===== src/rtl/matrix_mul_pkg.sv =====
// Shared types and constants for the matrix multiplier feed path.
// Holds the FSM state/phase encodings, data width and index-width helper.
package matrix_mul_pkg;

    localparam int N_DEFAULT = 10;
    localparam int DATA_W    = 32;

    typedef enum logic [1:0] {
        LOAD_A    = 2'd0,
        LOAD_B    = 2'd1,
        START     = 2'd2,
        WAIT_DONE = 2'd3
    } state_t;

    typedef enum logic {
        CAPTURE = 1'b0,
        STROBE  = 1'b1
    } phase_t;

    // A 1x1 or 2x2 matrix still needs a one-bit index.
    function automatic int calc_n_len(input int n);
        return (n <= 2) ? 1 : $clog2(n);
    endfunction

endpackage


===== src/rtl/matrix_index_counter.sv =====
// Row-major (row, col) walker over an n x n matrix.
// Wraps at n rather than at the power of two, so indices never exceed n-1.
module matrix_index_counter
    import matrix_mul_pkg::*;
#(
    parameter int n     = N_DEFAULT,
    parameter int n_len = calc_n_len(n)
) (
    input  logic             clk,
    input  logic             rst,
    input  logic             clr,
    input  logic             inc,
    output logic [n_len-1:0] row,
    output logic [n_len-1:0] col,
    output logic             at_last
);

    localparam logic [n_len-1:0] LAST = n_len'(n - 1);

    logic [n_len-1:0] r_row;
    logic [n_len-1:0] r_col;

    always_ff @(posedge clk or negedge rst) begin
        if (!rst) begin
            r_row <= '0;
            r_col <= '0;
        end else if (clr) begin
            r_row <= '0;
            r_col <= '0;
        end else if (inc) begin
            if (r_col == LAST) begin
                r_col <= '0;
                r_row <= (r_row == LAST) ? '0 : r_row + n_len'(1);
            end else begin
                r_col <= r_col + n_len'(1);
            end
        end
    end

    assign row     = r_row;
    assign col     = r_col;
    assign at_last = (r_row == LAST) && (r_col == LAST);

endmodule


===== src/rtl/matrix_stream_loader.sv =====
// Turns a word stream (A then B, row-major) into indexed write strobes,
// then fires start and blocks the stream until the multiplier's done rises.
module matrix_stream_loader
    import matrix_mul_pkg::*;
#(
    parameter int n     = N_DEFAULT,
    parameter int n_len = calc_n_len(n)
) (
    input  logic              clk,
    input  logic              rst,
    input  logic [DATA_W-1:0] s_data,
    input  logic              s_valid,
    output logic              s_ready,
    input  logic              s_last,
    output logic [DATA_W-1:0] a_in,
    output logic [n_len-1:0]  a_i,
    output logic [n_len-1:0]  a_j,
    output logic              a_we,
    output logic [DATA_W-1:0] b_in,
    output logic [n_len-1:0]  b_i,
    output logic [n_len-1:0]  b_j,
    output logic              b_we,
    output logic              start,
    input  logic              done,
    output logic              busy,
    output logic              err
);

    state_t            r_state;
    phase_t            r_phase;
    logic              r_done_q;
    logic [DATA_W-1:0] r_data;
    logic [n_len-1:0]  r_i;
    logic [n_len-1:0]  r_j;
    logic              r_a_we;
    logic              r_b_we;
    logic              r_start;
    logic              r_err;

    logic [n_len-1:0]  w_row;
    logic [n_len-1:0]  w_col;
    logic              w_at_last;
    logic              w_in_load;
    logic              w_accept;
    logic              w_inc;
    logic              w_done_rise;
    logic              w_clr;
    logic              w_last_expected;

    assign w_in_load       = (r_state == LOAD_A) || (r_state == LOAD_B);
    assign w_accept        = w_in_load && (r_phase == CAPTURE) && s_valid;
    assign w_inc           = w_in_load && (r_phase == STROBE);
    assign w_done_rise     = (r_state == WAIT_DONE) && done && !r_done_q;
    assign w_clr           = (w_inc && w_at_last && (r_state == LOAD_A)) || w_done_rise;
    assign w_last_expected = (r_state == LOAD_B) && w_at_last;

    matrix_index_counter #(
        .n     (n),
        .n_len (n_len)
    ) u_index (
        .clk     (clk),
        .rst     (rst),
        .clr     (w_clr),
        .inc     (w_inc),
        .row     (w_row),
        .col     (w_col),
        .at_last (w_at_last)
    );

    always_ff @(posedge clk or negedge rst) begin
        if (!rst) begin
            r_state  <= LOAD_A;
            r_phase  <= CAPTURE;
            r_done_q <= 1'b0;
            r_data   <= '0;
            r_i      <= '0;
            r_j      <= '0;
            r_a_we   <= 1'b0;
            r_b_we   <= 1'b0;
            r_start  <= 1'b0;
            r_err    <= 1'b0;
        end else begin
            // done_q follows done every cycle so a level held over from the
            // previous run is already "seen" when WAIT_DONE is entered.
            r_done_q <= done;
            r_a_we   <= 1'b0;
            r_b_we   <= 1'b0;
            r_start  <= 1'b0;
            case (r_state)
                LOAD_A, LOAD_B: begin
                    if (r_phase == CAPTURE) begin
                        if (w_accept) begin
                            r_data  <= s_data;
                            r_i     <= w_row;
                            r_j     <= w_col;
                            r_a_we  <= (r_state == LOAD_A);
                            r_b_we  <= (r_state == LOAD_B);
                            r_phase <= STROBE;
                            if (s_last != w_last_expected) begin
                                r_err <= 1'b1;
                            end
                        end
                    end else begin
                        r_phase <= CAPTURE;
                        if (w_at_last) begin
                            if (r_state == LOAD_A) begin
                                r_state <= LOAD_B;
                            end else begin
                                r_state <= START;
                                r_start <= 1'b1;
                            end
                        end
                    end
                end
                START: begin
                    r_state <= WAIT_DONE;
                end
                WAIT_DONE: begin
                    if (w_done_rise) begin
                        r_state <= LOAD_A;
                    end
                end
                default: begin
                    r_state <= LOAD_A;
                end
            endcase
        end
    end

    assign s_ready = rst && w_in_load && (r_phase == CAPTURE);
    assign a_in    = r_data;
    assign b_in    = r_data;
    assign a_i     = r_i;
    assign a_j     = r_j;
    assign b_i     = r_i;
    assign b_j     = r_j;
    assign a_we    = r_a_we;
    assign b_we    = r_b_we;
    assign start   = r_start;
    assign busy    = (r_state == START) || (r_state == WAIT_DONE);
    assign err     = r_err;

endmodule


===== config.mk =====
export PLATFORM = sky130hd
export DESIGN_NAME = matrix_stream_loader
export DESIGN_NICKNAME = d
export VERILOG_FILES = /design/src/rtl/matrix_mul_pkg.sv /design/src/rtl/matrix_index_counter.sv /design/src/rtl/matrix_stream_loader.sv
export SDC_FILE = /design/constraint.sdc
export NUM_CORES = 1
export LEC_CHECK = 0
export ABC_AREA = 1
export BUFFER_PORTS_ARGS = -buffer_cell sky130_fd_sc_hd__buf_2
export CAP_MARGIN = 10
export CORE_MARGIN = 2
export CORE_UTILIZATION = 47
export CTS_CLUSTER_SIZE = 10
export DETAILED_ROUTE_END_ITERATION = 12
export PLACE_DENSITY = 0.77
export SKIP_LAST_GASP = 1
export SLEW_MARGIN = 10
export SYNTH_ARGS = -nofsm -noshare
export SYNTH_HDL_FRONTEND = slang
export SYNTH_SLANG_ARGS = --single-unit

===== constraint.sdc =====
create_clock -name clk -period 1.95 [get_ports clk]
set_input_delay 0.39 -clock clk [delete_from_list [all_inputs] [get_ports clk]]
set_output_delay 0.39 -clock clk [all_outputs]
set_load 0.01 [all_outputs]

Word level (Yosys, flattened, before mapping)
Cells that the tools add are included.

Latch bits: 0. ROM bits: 0. Word-level logic and storage cells: 71. Bits in writable memories: 0. Memories: 0. Input bits: 37. Flip-flop bits (word level): 56. Output and inout bits: 86.

Multiplexer cells: 24. $add $sub $neg: 2. Divide/modulo/power cells: 0. Multiply operators: 0. $lt $le $gt $ge: 0. Reduce and logical (&&, ||, !) cells: 23. Shift-type cells: 0. Bitwise logic cells: 1. Equality and inequality tests: 9.

Operator list (count): $mux 4 (7); $mux 1 (12); $logic_and 1x1->1 (11); $add 4x1->4 const B (2); $eq 4x4->1 const B (2); $mux 2 (4); $ne 2x2->1 const B (3); $pmux 2 s3 (1); $reduce_and 3->1 (2); $eq 2x2->1 const B (2); $reduce_and 4->1 (1); $reduce_bool 2->1 (2); $logic_or 1x1->1 (3); $eq 2x1->1 const B (1); $logic_not 2->1 (1); $reduce_and 2->1 (1); $reduce_or 2->1 (1); $logic_not 1->1 (1); $ne 1x1->1 (1); $not 1->1 (1).

Depth between registers and ports, before layout
Gate-level depths: netlist (run 1).

Depth in word-level cells: 8. Depth in mapped cells: 9. Gate-level depth less buffers: 9.

Modules after synthesis
From an unflattened synthesis (run 1), not the netlist that was laid out.

Cell total of the unflattened synthesis: 318. Area, all modules: 2747.6 µm².

By module, submodules not included: matrix_stream_loader (instances 1, area an instance 2249.7 µm², sequential area each 1201.2 µm², cells an instance 258); matrix_index_counter (instances 1, area an instance 498.0 µm², sequential area each 200.2 µm², cells an instance 60).

Least setup slack after synthesis (run 1)
No wires, ideal clock.

Kind: register to register. Start: register r_state[0]. End: register u_index.r_col[3], in the netlist u_index.col[3]. Buffers on the path: 0. Library setup time: 0.117 ns. Arrival time: 1.386 ns. Required time: 1.833 ns. Slack: 0.446 ns. Period minus slack after synthesis: 1.504 ns. Stages on the path, launching flop included: 10. Path through: dfrtp_1 -> inv_1 -> ha_1 -> nor2_4 -> nor2_4 -> nand3_2 -> nand2_4 -> nor2_2 -> nand2_1 -> nand2_1.

Longest elaborated chain between the ends: 7. Elaborated cells between the ends (all ways): 12. Classes of those cells: 2 x eq/ne; 1 x mux; 9 x reduce/logical.

Ends and longest elaborated chain: start: declaration (RTL line matrix_stream_loader.sv:29) `state_t r_state;`; start signal: assignment (RTL line matrix_stream_loader.sv:72) `r_state <= LOAD_A;`; start signal: assignment (RTL line matrix_stream_loader.sv:107) `r_state <= LOAD_B;`; start signal: assignment (RTL line matrix_stream_loader.sv:109) `r_state <= START;`; $eq 2x1->1 or $logic_not 2->1 (tied branches) (RTL line matrix_stream_loader.sv:50, matrix_stream_loader.sv:54); $logic_or 1x1->1 (RTL line matrix_stream_loader.sv:50) `assign w_in_load = (r_state == LOAD_A) || (r_state == LOAD_B);`; $logic_and 1x1->1 (RTL line matrix_stream_loader.sv:52) `assign w_inc = w_in_load && (r_phase == STROBE);`; $logic_and 1x1->1 (2 in a row) (RTL line matrix_stream_loader.sv:54) `assign w_clr = (w_inc && w_at_last && (r_state == LOAD_A)) || w_done_rise;`; $logic_or 1x1->1 (RTL line matrix_stream_loader.sv:54); $mux 4 or $reduce_bool 2->1 (tied branches); end signal: assignment (RTL line matrix_index_counter.sv:35) `r_col <= r_col + n_len'(1);`; end: declaration (RTL line matrix_index_counter.sv:21) `logic [n_len-1:0] r_col;`.

Parallel ways exist; a longest one is shown, timed or not. A chain may end at the register's enable or synchronous reset.

Worst setup path after layout (run 1)
Start: register r_state[0]. End: output s_ready.

Longest elaborated chain between the ends: 4. Elaborated cells between the ends (all ways): 5. Classes of those cells: 1 x eq/ne; 4 x reduce/logical.

Ends and longest elaborated chain: $eq 2x1->1 or $logic_not 2->1 (tied branches) (RTL line matrix_stream_loader.sv:50); $logic_or 1x1->1 * (RTL line matrix_stream_loader.sv:50); $logic_and 1x1->1 * (2 in a row) (RTL line matrix_stream_loader.sv:130) `assign s_ready = rst && w_in_load && (r_phase == CAPTURE);`; end: declaration (RTL line matrix_stream_loader.sv:13) `output logic s_ready,`.

Mark *: on every way between the ends. The rest lies on a longest branch, timed or not.

==> flow_summary.toml, run 1 <==
[global_routing]
grt_pass1_vias = 2033
grt_pass1_wl_mm = 9.101
antenna_found_initial = 0
grt_overflow = 0
grt_max_degree = 57
grt_usage = 0.1801

[logic_synthesis]
netlist_instances = 324
yosysSeqAreaShare = 0.5009
syn-cell-area_mm2 = 0.002798
synth.distinct_cells = 25
yosysWarnings = 0
syn_nets = 369
avgSynthCellArea_um2 = 8.635
ys_ff_latch = 56

[clock_tree]
ctsHoldBuffers = 0
clk_pin_slew_ns = 0.09
insertion_delay_ns = 0.31
cts_tree = "yes"
h-tree-depth = 2
clock-root-buffer = "clkbuf_8"
cts_buffers = 5
cts_buffer_depth = 2
cts_sinks = 56

[drt]
drtIter0Drc = 123
viasPerCell = 4.619
drc = 0
vias = 2268
ant_nets = 0
wl_mm = 5.986
drtPass1Iterations = 4
routedWlPerCell_um = 12.19

[floorplanning]
dieArea_mm2 = 0.006585
ios = 123
die_h_um = 81.15
rows = 28
die_w_um = 81.15
core_area_mm2 = 0.005851
start_util = 0.4782

[timing]
worst_slack_ns = 0.04596
slew_headroom = 0.5256
rsz0062_at_grt = "true"
post-route-period-util = 0.9764
period_needed_ns = 1.904
clock-skew-final_ns = 0.01076
tightest_slew_ns = 0.7116
finalHoldViolCount = 0
max_clock_freq_ghz = 0.5252
drv_slew = 0
setup_viol = 0

[flow_run]
max-cap-violations = 0

[power_and_ir_drop]
power.leakage_nw = 1.959
power_frac_seq = 0.501
peakVddDrop_v = 0.0003642
p_switching_mw = 1.053
cellInternalPower_mw = 1.971
power_frac_clock = 0.210
combPwrFrac = 0.289
p_per_area_mw_per_mm2 = 906.5
switching_share = 0.3482

[layout]
area_growth_pct = 19.23
design_area_mm2 = 0.003336
layout-drive-gt1-share = 0.3774
fin_nets = 460
diodes = 0

[place]
preCtsSetupSlack_ns = 0.2215
place_area_mm2 = 0.003184
port_buffers = 122
place_congestion = 0.8287
dp_hpwl_mm = 4.425

[worst_setup_path]
cp_max_fo = 4
critPathRequiredTime_ns = 1.56
cp-end-kind = "output port"
critPathKind = "reg2out"
worst-endpoint-arrival_ns = 1.51
start_kind = "flip-flop"

[min_path]
min_path_type = "in2reg"

[run_status]
status = "finished, final reports clean"
-- cell type report --
type | instances | area [µm²]
clock buffer | 6 | 72.57
clock inverter | 2 | 16.27
fill | 525 | 2515
inverter | 22 | 82.58
multi-input combinational | 198 | 970.9
sequential | 56 | 1401
tap | 75 | 93.84
timing repair buffer | 132 | 698.2
-- synthesized netlist by cell type --
library cell | n | area share
nand3_4 | 1 | 0.0063
nand2_4 | 1 | 0.0040
nor2_1 | 13 | 0.017
nand2_1 | 134 | 0.18
o2111ai_1 | 4 | 0.013
buf_4 | 43 | 0.12
buf_2 | 3 | 0.0054
inv_2 | 3 | 0.0040
nor2_2 | 2 | 0.0045
nand4_1 | 1 | 0.0022
inv_1 | 19 | 0.025
xor2_1 | 2 | 0.0063
ha_1 | 8 | 0.036
nor2_4 | 3 | 0.012
a21oi_1 | 2 | 0.0036
nand3_2 | 2 | 0.0072
dfrtp_1 | 56 | 0.50
nor3_1 | 1 | 0.0018
o21bai_1 | 1 | 0.0027
nand2_2 | 1 | 0.0022
o21ai_0 | 11 | 0.020
nand3_1 | 9 | 0.016
or2_2 | 1 | 0.0022
o211ai_2 | 1 | 0.0045
buf_6 | 2 | 0.0080
-- path summary, 6_finish.rpt --
| kind | from | to | slack (ns) | cells past startpoint |
|---|---|---|---|---|
| min reg2reg | err$_DFFE_PN0P_ | err$_DFFE_PN0P_ | 0.46 | 2 |
| max in group asynchronous | rst | r_phase$_DFFE_PN0N_ | 1.20 | 2 |
| min | done | r_done_q$_DFF_PN0_ | 0.20 | 1 |
| max | r_state[0]$_DFFE_PN0P_ | s_ready | 0.05 | 7 |
| min in group asynchronous | rst | a_i[3]$_DFFE_PN0P_ | 0.28 | 2 |
| max reg2reg | r_state[1]$_DFFE_PN0P_ | u_index.col[1]$_DFFE_PN0P_ | 0.20 | 10 |
-- layer usage --
layer / global-route usage / routed length [µm] / up-vias
met3: 0.04333 / 377 / 6
met2: 0.3215 / 2981 / 73
met5: 0 / 0 / -
li1: - / - / 1139
met4: 0.06102 / 68 / 0
met1: 0.2117 / 2558 / 1050
-- metrics by stage --
stage                     power (mW)  hold WS, ns  instances    util  TNS (ns)
after floorplan                2.183      0.09441        324       -         0
after detailed placement       2.427       0.4449        477  0.5443         0
after CTS                      3.070       0.1909        488  0.5637         0
after global placement         2.390       0.4469        477  0.5443         0
after global routing           3.250       0.1870        491  0.5701  -0.04414
final                          3.024       0.2037        491  0.5701         0
-- power by group through the flow --
stage          clock, mW  sequential [mW]  combinational [mW]
2_1_floorplan          0             1.58               0.605
3_3_place_gp           0             1.53               0.857
3_5_place_dp           0             1.54               0.888
4_1_cts            0.664             1.52               0.890
5_1_grt            0.707             1.55               0.994
6_report           0.636             1.51               0.873
-- cells by family after synthesis --
logic type                 after synthesis  share of synthesized area
and+or+nand+nor                        169                     0.2558
AOI/OAI and AO/OA                       19                    0.04293
buffers and inverters                   70                     0.1583
adders and majority gates                8                    0.03578
DFF                                     56                     0.5009
xor gates and xnor gates                 2                   0.006262
-- registers in the layout (all words and copies together) (netlist names) --
signal and flops:
a_i 4, a_in 32, a_j 4, a_we 1, b_we 1, err 1
r_done_q 1, r_phase 1, r_state 2, start 1, u_index.col 4, u_index.row 4
-- repair_timing --
item,CTS,global route
pin swaps,1,1
setup buffers,3,3
resized for setup,1,3
endpoints found under the setup margin,1,2
-- critical path, cell delays in order, from the launching register on --
cell and delay [ns]:
dfrtp_1 0.42, buf_4 0.15, ha_2 0.20, nor2_4 0.12, inv_1 0.08, nand2_1 0.06
nor2_1 0.04, buf_2 0.14
-- cells in the final DEF (no fill, tap or decap), drive strengths merged --
| master | synthesis | layout |
|---|---|---|
| ha | 8 | 8 |
| o211ai | 1 | 1 |
| nand2 | 136 | 136 |
| o21ai | 11 | 11 |
| o2111ai | 4 | 4 |
| or2 | 1 | 1 |
| clkbuf | 0 | 6 |
| buf | 48 | 132 |
| a21oi | 2 | 2 |
| nor2 | 18 | 18 |
| o21bai | 1 | 1 |
| nand3 | 12 | 12 |
| nand4 | 1 | 1 |
| clkinv | 0 | 1 |
| dfrtp | 56 | 56 |
| inv | 22 | 22 |
| xor2 | 2 | 2 |
| nor3 | 1 | 1 |
| clkinvlp | 0 | 1 |
(Power assumes the default switching activity.)
==> run 2: changes to the inputs <==
- BUFFER_PORTS_ARGS: -buffer_cell sky130_fd_sc_hd__buf_2 -> not set
- CORE_ASPECT_RATIO: not set -> 1.25
- CORE_UTILIZATION: 47 -> 57
- DONT_BUFFER_PORTS: not set -> 1
- PLACE_DENSITY: 0.77 -> 0.7
==> flow_summary.toml, run 2 (synthesized netlist as in run 1, its figures left out) <==
[timing]
period_needed_ns = 1.833
tightest_slew_ns = 0.3830
clock-skew-final_ns = 0.006173
worst_slack_ns = 0.1171
fin_setup_tns_ns = 0
rsz0062_at_grt = "false"
finalHoldViolCount = 0
post-route-period-util = 0.9399
slew_headroom = 0.7420
drv_slew = 0
max_clock_freq_ghz = 0.5456
setup_viol = 0

[layout]
layoutNonFillerInstCount = 349
final_cell_mix = "134 x nand2_1, 56 x dfrtp_1, 19 x inv_1"
diodes = 0
fill_cells = 452
layout-drive-gt1-share = 0.1038
area_growth_pct = -3.310
fin_nets = 333
largest_reg_flops = 32
mostFrequentLayoutCell = "nand2_1"

[place]
preCtsSetupSlack_ns = 0.2334
dp_hpwl_mm = 3.780
place_congestion = 0.8323
port_buffers = 0
place_inst = 339

[drt]
viasPerCell = 5.246
drtIter0Drc = 97
ant_nets = 0
routedWlPerCell_um = 15.42
vias = 1831
drc = 0
drtPass1Iterations = 4
wl_mm = 5.383

[floorplanning]
die_w_um = 66.66
dieArea_mm2 = 0.005488
die_h_um = 82.33
start_util = 0.5915
rows = 28
ios = 123
core_area_mm2 = 0.004730

[global_routing]
grt_overflow = 0
grt_pass1_wl_mm = 8.211
grt_usage = 0.2016
grt_max_degree = 57
grt_pass1_vias = 1669
antenna_found_initial = 0

[clock_tree]
cts_buffer_depth = 2
clk_pin_slew_ns = 0.10
cts_sinks = 56
insertion_delay_ns = 0.31
h-tree-depth = 2
postCtsSetupBuffers = 0
clock-root-buffer = "clkbuf_8"
cts_buffers = 5
cts_tree = "yes"

[min_path]
hp-start = "done"
min_to = "r_done_q$_DFF_PN0_"
min_path_type = "in2reg"
holdPathStages = 0

[worst_setup_path]
reg2reg_to = "u_index.col[2]$_DFFE_PN0P_"
reg2reg_depth = 9
cp-end-kind = "output port"
start_kind = "flip-flop"
cp_max_fo = 4
critPathKind = "reg2out"
rrSetupSlack_ns = 0.30
worst-endpoint-arrival_ns = 1.44
timing.rr.start = "r_state[1]$_DFFE_PN0P_"
critPathRequiredTime_ns = 1.56

[flow_run]
max-cap-violations = 0

[power_and_ir_drop]
p_per_area_mw_per_mm2 = 1037
peakVddDrop_v = 0.0005669
totalPowerFinal_mw = 2.804
power.leakage_nw = 1.415

[run_status]
status = "finished, final reports clean"
==> run 2: metrics by stage <==
step	util	hold slack, ns	cell area (µm²)
2_1_floorplan	-	0.09441	2798
3_3_place_gp	0.5386	0.09560	2547
3_5_place_dp	0.5386	0.09563	2547
4_1_cts	0.5677	0.08948	2685
5_1_grt	0.5720	0.08688	2705
6_report	0.5720	0.1014	2705
==> run 2: timing repair <==
item,CTS,global route
cloned,0,0
hold endpoints to repair,56,0
endpoints found under the setup margin,1,1
resized for setup,1,4
hold buffers,2,0
==> run 2: how the worst max path moves through the flow <==
stage	startpoint	to	slack, ns
floorplan	r_state[0]$_DFFE_PN0P_	u_index.col[3]$_DFFE_PN0P_	0.45
global placement	r_state[0]$_DFFE_PN0P_	a_i[1]$_DFFE_PN0P_	0.29
detailed placement	r_state[0]$_DFFE_PN0P_	u_index.col[2]$_DFFE_PN0P_	0.23
CTS	r_state[0]$_DFFE_PN0P_	s_ready	0.004
global route	r_state[1]$_DFFE_PN0P_	s_ready	0.02
finish	r_state[1]$_DFFE_PN0P_	s_ready	0.12
==> run 2: metal layers <==
| metal | vias up | part of all wire | track usage |
|---|---|---|---|
| li1 | 883 | - | - |
| met1 | 866 | 0.41 | 0.2340 |
| met2 | 78 | 0.50 | 0.3520 |
| met3 | 4 | 0.078 | 0.06369 |
| met4 | 0 | 0.013 | 0.06735 |
| met5 | - | 0 | 0 |
==> run 2: worst max-delay path: stages (launching register included) <==
cell,delay (ns)
dfrtp_1,0.42
inv_1,0.12
ha_2,0.24
nor2_4,0.06
inv_1,0.08
nand2_1,0.09
nor2_4,0.13
==> run 2: cell type report <==
cell class,instances,area (µm²),share of cell area
sequential,56,1401,0.5180
multi-input combinational,198,975.9,0.3608
clock buffer,6,82.58,0.03053
inverter,22,82.58,0.03053
tap,60,75.07,0.02775
timing repair buffer,5,72.57,0.02683
clock inverter,2,15.01,0.005550
==> run 2: power by group <==
group | switching, mW | leakage, nW | internal (mW)
registers | 0.357 | 0.707 | 1.34
logic | 0.269 | 0.665 | 0.177
clock network | 0.371 | 0.0434 | 0.288
==> run 3: changes to the inputs <==
- GPL_ROUTABILITY_DRIVEN: not set -> 1
- PLACE_DENSITY: 0.7 -> not set
- PLACE_DENSITY_LB_ADDON: not set -> 0.05
==> flow_summary.toml, run 3 (synthesized netlist as in run 1, its figures left out) <==
[run_status]
status = "finished, final reports clean"

[worst_setup_path]
path_common_cell = "inv_1"
worst-endpoint-arrival_ns = 1.41
critPathRequiredTime_ns = 1.56
cp-end-kind = "output port"
reg2reg_to = "r_state[0]$_DFFE_PN0P_"
timing.rr.start = "r_state[0]$_DFFE_PN0P_"
cp_max_fo = 5
crit_chain = "inv_1 -> ha_4 -> nor2_4 -> inv_1 -> nand2_1 -> nor2_2"
critPathKind = "reg2out"
reg2reg_depth = 8
critPathSlowestCell = "dfrtp_1"
rrSetupSlack_ns = 0.28
max_stage_delay_ns = 0.42
start_kind = "flip-flop"

[drt]
wl_mm = 5.330
vias = 1780
drc = 0
ant_nets = 0
routedWlPerCell_um = 15.27
drtIter0Drc = 87
drtPass1Iterations = 4
viasPerCell = 5.100

[floorplanning]
rows = 28
ios = 123
core_area_mm2 = 0.004730
dieArea_mm2 = 0.005488
die_h_um = 82.33
start_util = 0.5915
die_w_um = 66.66

[global_routing]
grt_usage = 0.1977
grt_max_degree = 57
grt_overflow = 0
grt_pass1_vias = 1683
antenna_found_initial = 0
grt_pass1_wl_mm = 8.107

[min_path]
min_to = "r_done_q$_DFF_PN0_"
hp-start = "done"
min_path_type = "in2reg"
holdPathStages = 0

[layout]
design_area_mm2 = 0.002701
mostFrequentLayoutCell = "nand2_1"
final_cell_mix = "134 x nand2_1, 56 x dfrtp_1, 18 x inv_1"
layout-drive-gt1-share = 0.1038
fin_nets = 333
largest_reg_flops = 32
diodes = 0
fill_cells = 441
area_growth_pct = -3.444

[timing]
finalHoldViolCount = 0
setup_viol = 0
period_needed_ns = 1.804
rsz0062_at_grt = "false"
clock-skew-final_ns = 0.007847
drv_slew = 0
worst_slack_ns = 0.1463
tightest_slew_ns = 0.4144
slew_headroom = 0.7208
post-route-period-util = 0.9250
max_clock_freq_ghz = 0.5544
fin_setup_tns_ns = 0

[clock_tree]
h-tree-depth = 2
clk_pin_slew_ns = 0.09
cts_sinks = 56
cts_buffer_depth = 2
cts_tree = "yes"
clock-root-buffer = "clkbuf_8"
cts_buffers = 5
insertion_delay_ns = 0.30

[power_and_ir_drop]
peakVddDrop_v = 0.0005591
p_per_area_mw_per_mm2 = 1020
p_switching_mw = 0.9817
power_frac_seq = 0.618
combPwrFrac = 0.158
power_frac_clock = 0.224
cellInternalPower_mw = 1.774
switching_share = 0.3562
power.leakage_nw = 1.414

[place]
place_congestion = 0.8445
port_buffers = 0
preCtsSetupSlack_ns = 0.2125
place_area_mm2 = 0.002547
dp_hpwl_mm = 3.737

[flow_run]
max-cap-violations = 0
[run 3: layer usage]
metal,wire (µm),vias up,global-route usage
met5,0,-,0
met4,44,0,0.05510
met3,368,4,0.06098
met2,2719,70,0.3470
met1,2198,819,0.2339
li1,-,887,-
[run 3: worst max-delay path by stage]
stage	from	endpoint	depth (start not counted)
final	r_state[1]$_DFFE_PN0P_	s_ready	6
after global routing	r_state[0]$_DFFE_PN0P_	r_state[0]$_DFFE_PN0P_	8
after CTS	r_state[0]$_DFFE_PN0P_	s_ready	6
after detailed placement	r_state[0]$_DFFE_PN0P_	err$_DFFE_PN0P_	9
after global placement	r_state[0]$_DFFE_PN0P_	err$_DFFE_PN0P_	9
after floorplan	r_state[0]$_DFFE_PN0P_	u_index.col[3]$_DFFE_PN0P_	9
[run 3: power groups by stage]
stage / registers, mW / logic (mW) / clock network (mW)
after floorplan: 1.58 / 0.605 / 0
after global placement: 1.72 / 0.401 / 0
after detailed placement: 1.73 / 0.411 / 0
after CTS: 1.71 / 0.445 / 0.648
after global routing: 1.74 / 0.516 / 0.689
final: 1.70 / 0.436 / 0.617
[run 3: timing repair]
action | CTS | global route
endpoints found under the setup margin | 1 | 1
setup buffers | 0 | 0
hold buffers | 2 | 0
resized for setup | 1 | 5
endpoints found under the hold margin | 56 | 0
cloned | 0 | 0
[run 3: final cells by class]
class	count	area, µm²	share of cell area
multi-input combinational	198	980.9	0.3631
sequential	56	1401	0.5188
clock buffer	6	72.57	0.02686
tap	60	75.07	0.02779
inverter	22	82.58	0.03057
clock inverter	2	16.27	0.006021
timing repair buffer	5	72.57	0.02686
[run 3: worst max-delay path: cells and delay by family (launching register included)]
kind,cells,cell delay (ns)
flops,1,0.42
simple gates,3,0.27
buf+inv,2,0.23
fa+ha+maj,1,0.20
[run 3: through the flow]
step	power (mW)	utilization	hold slack, ns	std cells
final	2.756	0.5712	0.1125	349
after global placement	2.124	0.5386	0.09554	339
after detailed placement	2.139	0.5386	0.09577	339
after CTS	2.798	0.5659	0.09595	349
after floorplan	2.183	-	0.09441	324
after global routing	2.945	0.5712	0.08832	349
